===== config.mk =====
export PLATFORM = sky130hd
export DESIGN_NAME = assoc_store
export DESIGN_NICKNAME = d
export VERILOG_FILES = /design/src/rtl/assoc_store_pkg.sv /design/src/rtl/assoc_store_find.sv /design/src/rtl/assoc_store.sv
export SDC_FILE = /design/constraint.sdc
export NUM_CORES = 2
export LEC_CHECK = 0
export BUFFER_PORTS_ARGS = -buffer_cell sky130_fd_sc_hd__buf_2
export CAP_MARGIN = 5
export CORE_UTILIZATION = 45
export DETAILED_ROUTE_END_ITERATION = 10
export PLACE_DENSITY_LB_ADDON = 0.08
export SYNTH_ARGS = -nofsm -noshare
export SYNTH_HDL_FRONTEND = slang
export SYNTH_SLANG_ARGS = --single-unit
export TNS_END_PERCENT = 10

===== constraint.sdc =====
create_clock -name i_clk -period 8.84 [get_ports i_clk]
set_input_delay 1.768 -clock i_clk [delete_from_list [all_inputs] [get_ports i_clk]]
set_output_delay 1.768 -clock i_clk [all_outputs]
set_load 0.005 [all_outputs]

===== src/rtl/assoc_store_pkg.sv =====
// ---------------------------------------------------------------------------
// assoc_store_pkg
// Shared types for the associative key/value store:
//   op_e         - request opcode (READ / WRITE / DELETE / CLEAR)
//   state_e      - response-register FSM state
//   rsp_t        - registered response payload (rdata, hit, evict)
//   countWidth() - width needed to hold an entry count of 0..depth
// ---------------------------------------------------------------------------
package assoc_store_pkg;

    // Request opcodes as they appear on the 2-bit op field
    typedef enum logic [1:0] {
        OP_READ   = 2'd0,
        OP_WRITE  = 2'd1,
        OP_DELETE = 2'd2,
        OP_CLEAR  = 2'd3
    } op_e;

    // Response register is either empty or holding one response
    typedef enum logic {
        ST_IDLE = 1'b0,
        ST_RESP = 1'b1
    } state_e;

    // Data width carried by the response struct; the top narrows or widens
    // to its own DATA_W with size casts, so the default build is exact
    localparam int PKG_DATA_W = 64;

    typedef struct packed {
        logic [PKG_DATA_W-1:0] rdata;
        logic                  hit;
        logic                  evict;
    } rsp_t;

    // A count must reach depth itself, hence depth+1 states
    function automatic int countWidth(input int depth);
        return $clog2(depth + 1);
    endfunction

endpackage


===== src/rtl/assoc_store_find.sv =====
// ---------------------------------------------------------------------------
// assoc_store_find
// Combinational lookup over all entries: compares the request key against
// every valid key and finds the lowest-index free slot.
// Ports:
//   i_valid   [DEPTH]          per-entry valid bits
//   i_keys    [DEPTH*ADDR_W]   entry keys, entry i at bits i*ADDR_W +: ADDR_W
//   i_addr    [ADDR_W]         key being looked up
//   o_hit / o_hitIdx           a valid entry holds i_addr, and which one
//   o_free / o_freeIdx         some entry is invalid, and the lowest such
// ---------------------------------------------------------------------------
module assoc_store_find #(
    parameter int DEPTH  = 16,
    parameter int ADDR_W = 64,
    localparam int IDX_W = $clog2(DEPTH)
) (
    input  logic [DEPTH-1:0]        i_valid,
    input  logic [DEPTH*ADDR_W-1:0] i_keys,
    input  logic [ADDR_W-1:0]       i_addr,
    output logic                    o_hit,
    output logic [IDX_W-1:0]        o_hitIdx,
    output logic                    o_free,
    output logic [IDX_W-1:0]        o_freeIdx
);

    logic [DEPTH-1:0] w_match;

    // Full-width key compare against every entry, gated by its valid bit
    always_comb begin
        w_match = '0;
        for (int i = 0; i < DEPTH; i++) begin
            w_match[i] = i_valid[i] && (i_keys[i*ADDR_W +: ADDR_W] == i_addr);
        end
    end

    // Priority encoders: scanning downwards lets the lowest index win.
    // Keys are unique, so at most one match exists anyway; for free slots
    // the lowest index is the one that gets allocated.
    always_comb begin
        o_hit     = 1'b0;
        o_hitIdx  = '0;
        o_free    = 1'b0;
        o_freeIdx = '0;
        for (int i = DEPTH - 1; i >= 0; i--) begin
            if (w_match[i]) begin
                o_hit    = 1'b1;
                o_hitIdx = IDX_W'(i);
            end
            if (!i_valid[i]) begin
                o_free    = 1'b1;
                o_freeIdx = IDX_W'(i);
            end
        end
    end

endmodule


===== src/rtl/assoc_store.sv =====
// ---------------------------------------------------------------------------
// assoc_store
// Fully-associative key/value store with round-robin replacement when full.
// One request per cycle over a valid/ready channel; each accepted request
// produces exactly one response held in a one-deep response register.
// Ports:
//   i_clk, i_rst            clock, asynchronous active-high reset
//   i_req_valid/o_req_ready request handshake
//   i_req_op                0 READ, 1 WRITE, 2 DELETE, 3 CLEAR
//   i_req_addr, i_req_wdata key and write data
//   o_rsp_valid/i_rsp_ready response handshake
//   o_rsp_rdata             entry data before the op, or MISS_DATA
//   o_rsp_hit               key was present before the op
//   o_rsp_evict             a WRITE displaced a valid entry
//   o_count, o_full         registered occupancy
// ---------------------------------------------------------------------------
module assoc_store
    import assoc_store_pkg::*;
#(
    parameter int                DATA_W    = 64,
    parameter int                ADDR_W    = 64,
    parameter int                DEPTH     = 16,
    parameter logic [DATA_W-1:0] MISS_DATA = '0,
    localparam int               CNT_W     = countWidth(DEPTH),
    localparam int               IDX_W     = $clog2(DEPTH)
) (
    input  logic              i_clk,
    input  logic              i_rst,
    input  logic              i_req_valid,
    output logic              o_req_ready,
    input  logic [1:0]        i_req_op,
    input  logic [ADDR_W-1:0] i_req_addr,
    input  logic [DATA_W-1:0] i_req_wdata,
    output logic              o_rsp_valid,
    input  logic              i_rsp_ready,
    output logic [DATA_W-1:0] o_rsp_rdata,
    output logic              o_rsp_hit,
    output logic              o_rsp_evict,
    output logic [CNT_W-1:0]  o_count,
    output logic              o_full
);

    // Entry storage and bookkeeping
    logic [DEPTH-1:0]  r_valid;
    logic [ADDR_W-1:0] r_key  [DEPTH];
    logic [DATA_W-1:0] r_data [DEPTH];
    logic [IDX_W-1:0]  r_rrPtr;
    logic [CNT_W-1:0]  r_count;

    // Response register and its FSM
    state_e r_state;
    state_e w_stateNext;
    rsp_t   r_rsp;
    rsp_t   w_rsp;

    // Lookup results and decoded controls
    logic [DEPTH*ADDR_W-1:0] w_keysFlat;
    logic                    w_hit;
    logic [IDX_W-1:0]        w_hitIdx;
    logic                    w_free;
    logic [IDX_W-1:0]        w_freeIdx;
    op_e                     w_op;
    logic                    w_reqReady;
    logic                    w_accept;
    logic                    w_doWrite;
    logic                    w_alloc;
    logic                    w_evict;
    logic                    w_delete;
    logic                    w_clear;
    logic [IDX_W-1:0]        w_wrIdx;
    logic [IDX_W-1:0]        w_rrNext;

    // The lookup block wants the keys as one flat vector
    always_comb begin
        w_keysFlat = '0;
        for (int i = 0; i < DEPTH; i++) begin
            w_keysFlat[i*ADDR_W +: ADDR_W] = r_key[i];
        end
    end

    assoc_store_find #(
        .DEPTH  (DEPTH),
        .ADDR_W (ADDR_W)
    ) u_find (
        .i_valid   (r_valid),
        .i_keys    (w_keysFlat),
        .i_addr    (i_req_addr),
        .o_hit     (w_hit),
        .o_hitIdx  (w_hitIdx),
        .o_free    (w_free),
        .o_freeIdx (w_freeIdx)
    );

    // Handshake and operation decode. A full store is exactly the case with
    // no free slot, so the free flag alone selects allocate versus evict.
    // The write target is the matching entry, else the lowest free entry,
    // else the round-robin victim.
    always_comb begin
        w_op       = op_e'(i_req_op);
        w_reqReady = !i_rst && ((r_state == ST_IDLE) || i_rsp_ready);
        w_accept   = i_req_valid && w_reqReady;
        w_doWrite  = w_accept && (w_op == OP_WRITE);
        w_alloc    = w_doWrite && !w_hit && w_free;
        w_evict    = w_doWrite && !w_hit && !w_free;
        w_delete   = w_accept && (w_op == OP_DELETE) && w_hit;
        w_clear    = w_accept && (w_op == OP_CLEAR);
        w_wrIdx    = w_hit ? w_hitIdx : (w_free ? w_freeIdx : r_rrPtr);
        w_rrNext   = (r_rrPtr == IDX_W'(DEPTH - 1)) ? '0 : r_rrPtr + IDX_W'(1);
    end

    // Response contents are computed from the state as it stands before
    // the op, so hit/rdata always describe the entry prior to any change.
    always_comb begin
        w_rsp       = '0;
        w_rsp.rdata = PKG_DATA_W'(MISS_DATA);
        unique case (w_op)
            OP_READ, OP_DELETE: begin
                if (w_hit) begin
                    w_rsp.hit   = 1'b1;
                    w_rsp.rdata = PKG_DATA_W'(r_data[w_hitIdx]);
                end
            end
            OP_WRITE: begin
                if (w_hit) begin
                    w_rsp.hit   = 1'b1;
                    w_rsp.rdata = PKG_DATA_W'(r_data[w_hitIdx]);
                end else if (!w_free) begin
                    w_rsp.evict = 1'b1;
                    w_rsp.rdata = PKG_DATA_W'(r_data[r_rrPtr]);
                end
            end
            OP_CLEAR: begin
                w_rsp.rdata = PKG_DATA_W'(MISS_DATA);
            end
            default: begin
                w_rsp.rdata = PKG_DATA_W'(MISS_DATA);
            end
        endcase
    end

    // Valid bits, occupancy and replacement pointer. Allocation and delete
    // are mutually exclusive (different opcodes), so count moves by at most
    // one per cycle and can neither exceed DEPTH nor underflow: allocation
    // requires a free slot and delete requires a hit.
    always_ff @(posedge i_clk or posedge i_rst) begin
        if (i_rst) begin
            r_valid <= '0;
            r_count <= '0;
            r_rrPtr <= '0;
        end else if (w_clear) begin
            r_valid <= '0;
            r_count <= '0;
            r_rrPtr <= '0;
        end else begin
            if (w_alloc) begin
                r_valid[w_wrIdx] <= 1'b1;
                r_count          <= r_count + CNT_W'(1);
            end
            if (w_evict) begin
                r_rrPtr <= w_rrNext;
            end
            if (w_delete) begin
                r_valid[w_hitIdx] <= 1'b0;
                r_count           <= r_count - CNT_W'(1);
            end
        end
    end

    // Key/data payload. It is never observed without its valid bit, so it
    // needs no reset. A hitting write keeps its key and only updates data.
    always_ff @(posedge i_clk) begin
        if (w_doWrite) begin
            r_data[w_wrIdx] <= i_req_wdata;
            if (!w_hit) begin
                r_key[w_wrIdx] <= i_req_addr;
            end
        end
    end

    // Response FSM state register; reset discards any pending response
    always_ff @(posedge i_clk or posedge i_rst) begin
        if (i_rst) begin
            r_state <= ST_IDLE;
        end else begin
            r_state <= w_stateNext;
        end
    end

    // Next-state: a new accept always refills the register (this covers the
    // back-to-back case); otherwise a consumed response empties it and an
    // unconsumed one is held.
    always_comb begin
        w_stateNext = r_state;
        unique case (r_state)
            ST_IDLE: begin
                if (w_accept) begin
                    w_stateNext = ST_RESP;
                end
            end
            ST_RESP: begin
                if (w_accept) begin
                    w_stateNext = ST_RESP;
                end else if (i_rsp_ready) begin
                    w_stateNext = ST_IDLE;
                end
            end
            default: begin
                w_stateNext = ST_IDLE;
            end
        endcase
    end

    // Response payload only loads on accept, keeping it stable under stall
    always_ff @(posedge i_clk or posedge i_rst) begin
        if (i_rst) begin
            r_rsp <= '0;
        end else if (w_accept) begin
            r_rsp <= w_rsp;
        end
    end

    assign o_req_ready = w_reqReady;
    assign o_rsp_valid = (r_state == ST_RESP);
    assign o_rsp_rdata = DATA_W'(r_rsp.rdata);
    assign o_rsp_hit   = r_rsp.hit;
    assign o_rsp_evict = r_rsp.evict;
    assign o_count     = r_count;
    assign o_full      = (r_count == CNT_W'(DEPTH));

endmodule


# Yosys cells after proc, flatten, opt, wreduce, memory -nomap -nowiden
# Memory sizes are Yosys's and may differ from the RTL's.
# Index checks and enable logic that the tools add are counted.
# totals
mem_bits_rw,2048
input_bits,134
wordCells,174
romBits,0
latch_bits,0
mem_count,2
ff_bits,92
out_inout_bits,74
# classes
n_shift,0
order_cmp,4
n_eq_ne,21
n_div,0
bitwise,4
add_sub_neg,3
muxes,98
reduce_logical,35
mul,0
# mem_list
memory,words,word_bits,read_ports,rd_clocked_by_memory_dff,wr,line,source
r_data,16,64,2,0,1,assoc_store.sv:46,logic [DATA_W-1:0] r_data [DEPTH];
r_key,16,64,16,0,1,assoc_store.sv:45,logic [ADDR_W-1:0] r_key [DEPTH];
# ops
op,count
64-bit equality test,16
64-bit case mux with 3 select lines,1
4-bit 2-to-1 mux,37
64-bit 2-to-1 mux,2
65-bit 2-to-1 mux,1
16-bit 2-to-1 mux,4
1-bit 2-to-1 mux,46
1-bit logical AND,27
16-bit AND,1
16-bit NOT,1
16-bit bitwise OR,1
5-bit 2-to-1 mux,3
4-bit by 5-bit less-than comparator with 1-bit output (second input constant),2
1-bit demux with 4-bit select,2
4-bit by 1-bit >= comparator with 1-bit output (second input constant),2
5-bit by 1-bit adder with 5-bit output (second input constant),1
5-bit equality test (second input constant),1
5-bit by 1-bit subtractor with 5-bit output (second input constant),1
4-bit by 1-bit adder with 4-bit output (second input constant),1
2-bit equality test (second input constant),2
4-bit equality test (second input constant),1
1-bit case mux with 2 select lines,2
1-bit logical NOT,3
3-bit nonzero test,1
other kinds (6),6

# Longest topological paths before layout
# depth
ltp_word,29
mapped_depth,20

# Modules after synthesis
# From an unflattened synthesis, not the netlist that was laid out.
# hier_totals
cells_unflattened,5149
hier_area_um2,93347.0
# modules_own_cells
mod,cells_each,area_each_um2,n_inst,seq_area_each_um2
assoc_store,3482,81159.1,1,63801.2
assoc_store_find,1667,12187.9,1,0.0

# Least setup slack after synthesis
# No wires, ideal clock.
# synth_path
path_type,input -> register
startpoint,input i_req_addr[10]
endpoint,memory r_key[2][0] (enable)
path_stages,14
setup_slack_ns,-0.951
setup_ns,0.565
t_arrival_ns,9.226
path_cell_list,buf_2 > buf_1 > xor2_1 > nor4_1 > nand4b_1 > nor4_1 > a211oi_2 > o311ai_1 > nand3_1 > and3_1 > buf_2 > or3_1 > clkbuf_1 > nor3_1
# synth_between
elab_chain_len,21
elab_cells_between_ends,68
classes_between,16 x eq/ne; 36 x mux; 16 x reduce/logical
# synth_lines
item,line,source
start: declaration,assoc_store.sv:32,"input logic [ADDR_W-1:0] i_req_addr,"
64-bit equality test,assoc_store_find.sv:32,w_match[i] = i_valid[i] && (i_keys[i*ADDR_W +: ADDR_W] == i_addr);
1-bit logical AND,assoc_store_find.sv:32,
1-bit 2-to-1 mux (16 in a row),assoc_store_find.sv:45,if (w_match[i]) begin
1-bit 2-to-1 mux,assoc_store.sv:174,if (!w_hit) begin
1-bit 2-to-1 mux,assoc_store.sv:172,if (w_doWrite) begin
1-bit 2-to-1 mux (not written as such),assoc_store.sv:175,r_key[w_wrIdx] <= i_req_addr;
end: declaration,assoc_store.sv:45,
# Parallel ways exist; a longest one is shown, timed or not.

# Worst setup path in the final report
# layout_path
startpoint,input i_req_addr[16]
endpoint,memory r_key[9][10] (enable)
# Same word-level chain as after synthesis.

==> metrics.md <==
| Metric | Value |
|---|---|
| Number of enable-type register cells in the synthesized netlist | `2048` |
| Maximum clock frequency | `142 MHz` |
| Cell taking the most area after synthesis | `sky130_fd_sc_hd__edfxtp_1` |
| Cell count after synthesis | `roughly 6700` |
| H-Tree Level Count | `4` |
| Total track usage | `0.322` |
| Count of routing violations after the opening detailed-route iteration | `9147` |
| Worst hold endpoint | `o_rsp_valid$_DFF_PP0_` |
| Clock sink count | `approximately 2100` |
| First-pass DRT Iterations | `6` |
| Share of synthesized registers carrying an async set or reset | `0.0430` |
| Clock buffers created by TritonCTS | `227` |
| Required arrival time at the worst endpoint | `~9.4 ns` |
| # rows | `173` |
| Number of failing setup endpoints in the final timing report | `0` |
| Antenna violation net count after detailed routing | `0` |
| Setup repair after global routing missed its margin | `no` |
| Share of synthesized area spent on multiplexers | `0.126` |
| Cell with the most instances after synthesis | `sky130_fd_sc_hd__edfxtp_1` |
| Post-CTS resize count | `0` |
| CTS clock-pin slew for the worst setup and hold paths | `roughly 0.06 ns` |
| Post-synthesis instance area | `100000 µm²` |
| Number of warnings printed during yosys synthesis | `0` |
| Leading cell types by total area after synthesis | `sky130_fd_sc_hd__edfxtp_1 61%, sky130_fd_sc_hd__mux4_2 7.2%, sky130_fd_sc_hd__mux2i_1 5.2%, sky130_fd_sc_hd__xnor2_1 4.2%, sky130_fd_sc_hd__xor2_1 2.7%` |
| Final Hold Vio Count | `0` |
| Endpoint of the most critical register-to-register path | `r_key[12][0]$_DFFE_PP_` |
| Drt wl/cell | `35.6 µm` |
| DIE AREA | `225000 µm²` |
| Half-perimeter wire length after placement | `234000 µm` |
| CTS Hold Bufs | `0` |
| Depth of the worst register-to-register path | `15` |
| Final core utilization | `0.518` |
| Nature of the critical path endpoint | `flip-flop` |
| Post-CTS repair timing setup buffer count | `0` |
| Height of the chip | `474 µm` |
| Clock network latency to the later pin of the worst-skew pair | `about 0.90 ns` |
| Result of the run | `finished, final reports clean` |
| Number of storage elements in the synthesis netlist | `2140` |
| Critical path arrival | `around 7.6 ns` |
| Count of cell types in the netlist | `92` |
| Area share of the largest cell type after synthesis | `0.612` |
| Synth Flop Type | `sky130_fd_sc_hd__edfxtp_1` |
| Sequential share of the synthesized area | `0.635` |
| Overall die width | `between 400 and 500 µm` |
| Commonest cells in the synthesized netlist | `2048 x sky130_fd_sc_hd__edfxtp_1, 524 x sky130_fd_sc_hd__mux2i_1, 476 x sky130_fd_sc_hd__xnor2_1, 341 x sky130_fd_sc_hd__nand2b_1, 320 x sky130_fd_sc_hd__mux4_2` |
| Net count of the mapped netlist | `6828` |
| Ports placed on the boundary | `208` |
| Final nets | `7246` |
| Worst reg2reg setup slack | `2.99 ns` |
| Routed vias | `66600` |
| Synth Area in Simple Gates | `0.102` |
| Fraction of synthesized cell area in xor and xnor cells | `0.0689` |
| Fraction of layout instances using a drive strength above 1 | `0.180` |
| DRC | `0` |
| Largest net degree at the start of global routing | `between 100 and 150` |
| Average cell area after synthesis | `15.0 µm²` |
| Wire length of the first global-routing pass | `505000 µm` |
| Fin Clk Skew | `0.0510 ns` |
| Final period demand of the worst path | `7.05 ns` |
| Hold wc startpoint | `o_rsp_valid$_DFF_PP0_` |
| Combinational family with the most area after synthesis | `multiplexers` |
| Max-cap violations | `0` |
| DRT Wirelength | `~370000 µm` |
| Class of the tightest hold or removal check | `reg2reg` |
| Synth Area in Compound Gates | `0.0453` |
| Total power divided by cell area | `192 nW/µm²` |
| Max-slew violations | `0` |
| Initial antenna violation count | `37` |
| CTS max path bufs | `3` |
| Routed via count divided by cell count | `roughly 6.5` |
| Sum of internal, switching and leakage power | `0.0221 W` |
| Cell depth of the worst hold path | `1` |
| VDD IR max | `between 0.2 and 0.25 mV` |
| Adder-cell area share of the yosys netlist | `0.000822` |
| Final Wtd Congestion | `0.958` |
| Layout area overhead | `14.6%` |
| Worst Max-Slew Pin Slew | `between 1 and 1.5 ns` |
| Overflow left after global routing | `0` |
| CTS tree | `yes` |
| Vias in the first global route | `roughly 64000` |
| Filler cells | `approximately 19000` |
| Root Buffer Master | `sky130_fd_sc_hd__clkbuf_16` |
| Max-slew headroom at the worst pin | `0.114` |
| Initial core utilization | `0.452` |
| Launch point of the worst reg-to-reg path | `r_key[9][60]$_DFFE_PP_` |
| Start-to-end type of the worst setup path | `in2reg` |
| Hold Slack | `around 0.51 ns` |
| Standard cell core area | `between 200000 and 250000 µm²` |
| Final worst-path cycle share | `0.798` |
| Kind of start point of the critical path | `input port` |
| Number of I/O port buffers | `~210` |
| Post-route setup TNS | `0 ns` |
| Static leakage power | `around 36 nW` |
| CP max FO | `29` |
sequential cells by signal, indices dropped and copies added (netlist names):
register	flops
o_rsp_rdata	64
o_rsp_evict	1
o_count	5
r_rrPtr	4
r_data	1024
o_rsp_hit	1
r_key	1024
r_valid	16
o_rsp_valid	1
logic make-up after synthesis:
family | Yosys count
AND/OR/NAND/NOR | 1788
adder cells (fa/ha/maj) | 6
XOR/XNOR | 790
AO/OA/AOI/OAI | 614
flip-flops | 2140
buffers and inverters | 487
multiplexers | 863
area by class of cell:
cell class | count | area (µm²) | area share
clock inverter | 139 | 1400 | 0.0122
multi-input combinational | 4061 | 34900 | 0.303
timing repair buffer | 548 | 4680 | 0.0407
tap | 2975 | 3720 | 0.0323
antenna | 13 | 32.5 | 0.000283
clock buffer | 288 | 6070 | 0.0528
sequential | 2140 | 63800 | 0.554
inverter | 128 | 490 | 0.00426
power by group:
group | switching (W) | total (W) | internal, W | leakage [nW]
combinational | 0.000884 | 0.00124 | 0.000354 | 12.4
sequential | 0.0000601 | 0.0112 | 0.0112 | 19.7
clock | 0.00414 | 0.00964 | 0.00550 | 3.63
total | 0.00508 | 0.0221 | 0.0170 | 35.7
how the worst max path moves through the flow:
stage                    from                     endpoint  slack (ns)  cells past startpoint
6_report       i_req_addr[16]       r_key[9][10]$_DFFE_PP_        1.79                     15
5_1_grt        i_req_addr[16]       r_key[9][24]$_DFFE_PP_        1.69                     15
4_1_cts        i_req_addr[16]   o_rsp_rdata[3]$_DFFE_PP0P_        2.07                     15
3_5_place_dp   i_req_addr[16]  o_rsp_rdata[20]$_DFFE_PP0P_        1.11                     15
3_3_place_gp   i_req_addr[16]  o_rsp_rdata[62]$_DFFE_PP0P_        1.14                     15
2_1_floorplan  i_req_addr[36]        r_key[5][0]$_DFFE_PP_        0.63                     16
stage by stage:
| step | setup WS (ns) | area, µm² | std cells |
|---|---|---|---|
| final | 1.79 | 115000 | 10300 |
| after global routing | 1.69 | 115000 | 10300 |
| after global placement | 1.14 | 108000 | 9852 |
| after detailed placement | 1.11 | 108000 | 9852 |
| after floorplan | 0.634 | 100000 | 6688 |
| after CTS | 2.07 | 115000 | 10300 |
placed cells by master (no fill, tap or decap), types with 44 or more instances in the layout:
cell type	n
sky130_fd_sc_hd__clkinv_1	46
sky130_fd_sc_hd__nor4_1	199
sky130_fd_sc_hd__nand2b_1	341
sky130_fd_sc_hd__nor3_1	68
sky130_fd_sc_hd__a21oi_1	44
sky130_fd_sc_hd__xnor2_1	476
sky130_fd_sc_hd__xor2_1	314
sky130_fd_sc_hd__nor2_1	101
sky130_fd_sc_hd__clkbuf_1	48
sky130_fd_sc_hd__a22oi_1	60
sky130_fd_sc_hd__buf_4	254
sky130_fd_sc_hd__nand3_1	197
sky130_fd_sc_hd__nand4_1	299
sky130_fd_sc_hd__mux2i_1	524
sky130_fd_sc_hd__nand2_1	235
sky130_fd_sc_hd__nor2b_1	97
sky130_fd_sc_hd__or4_1	47
sky130_fd_sc_hd__dfrtp_1	89
sky130_fd_sc_hd__inv_1	124
sky130_fd_sc_hd__edfxtp_1	2048
sky130_fd_sc_hd__buf_2	207
sky130_fd_sc_hd__a222oi_1	50
sky130_fd_sc_hd__clkbuf_16	230
sky130_fd_sc_hd__buf_12	87
sky130_fd_sc_hd__o22ai_1	66
sky130_fd_sc_hd__mux4_2	320
sky130_fd_sc_hd__o21ai_1	49
sky130_fd_sc_hd__o21ai_0	46
worst max-delay path: stages:
cell	delay (ns)
sky130_fd_sc_hd__buf_2	0.91
sky130_fd_sc_hd__buf_4	0.38
sky130_fd_sc_hd__xnor2_1	0.21
sky130_fd_sc_hd__nand4_1	0.12
sky130_fd_sc_hd__nor4_1	0.31
sky130_fd_sc_hd__nand3_1	0.17
sky130_fd_sc_hd__nor3_1	0.81
sky130_fd_sc_hd__nor3_1	0.46
sky130_fd_sc_hd__nand4_1	0.40
sky130_fd_sc_hd__nor3_1	0.13
sky130_fd_sc_hd__or2_2	0.31
sky130_fd_sc_hd__nor2_1	0.26
sky130_fd_sc_hd__nand2_1	0.48
sky130_fd_sc_hd__nor2_4	0.54
sky130_fd_sc_hd__buf_12	0.26
metal layers:
metal  track usage  vias up  part of all wire
met2         0.470     3837              0.43
li1              -    27300                 -
met3        0.0622      638             0.098
met4         0.105       10             0.034
met5             0        -           0.00019
met1         0.481    34900              0.43
No activity file was read; power rests on OpenSTA's default activity.
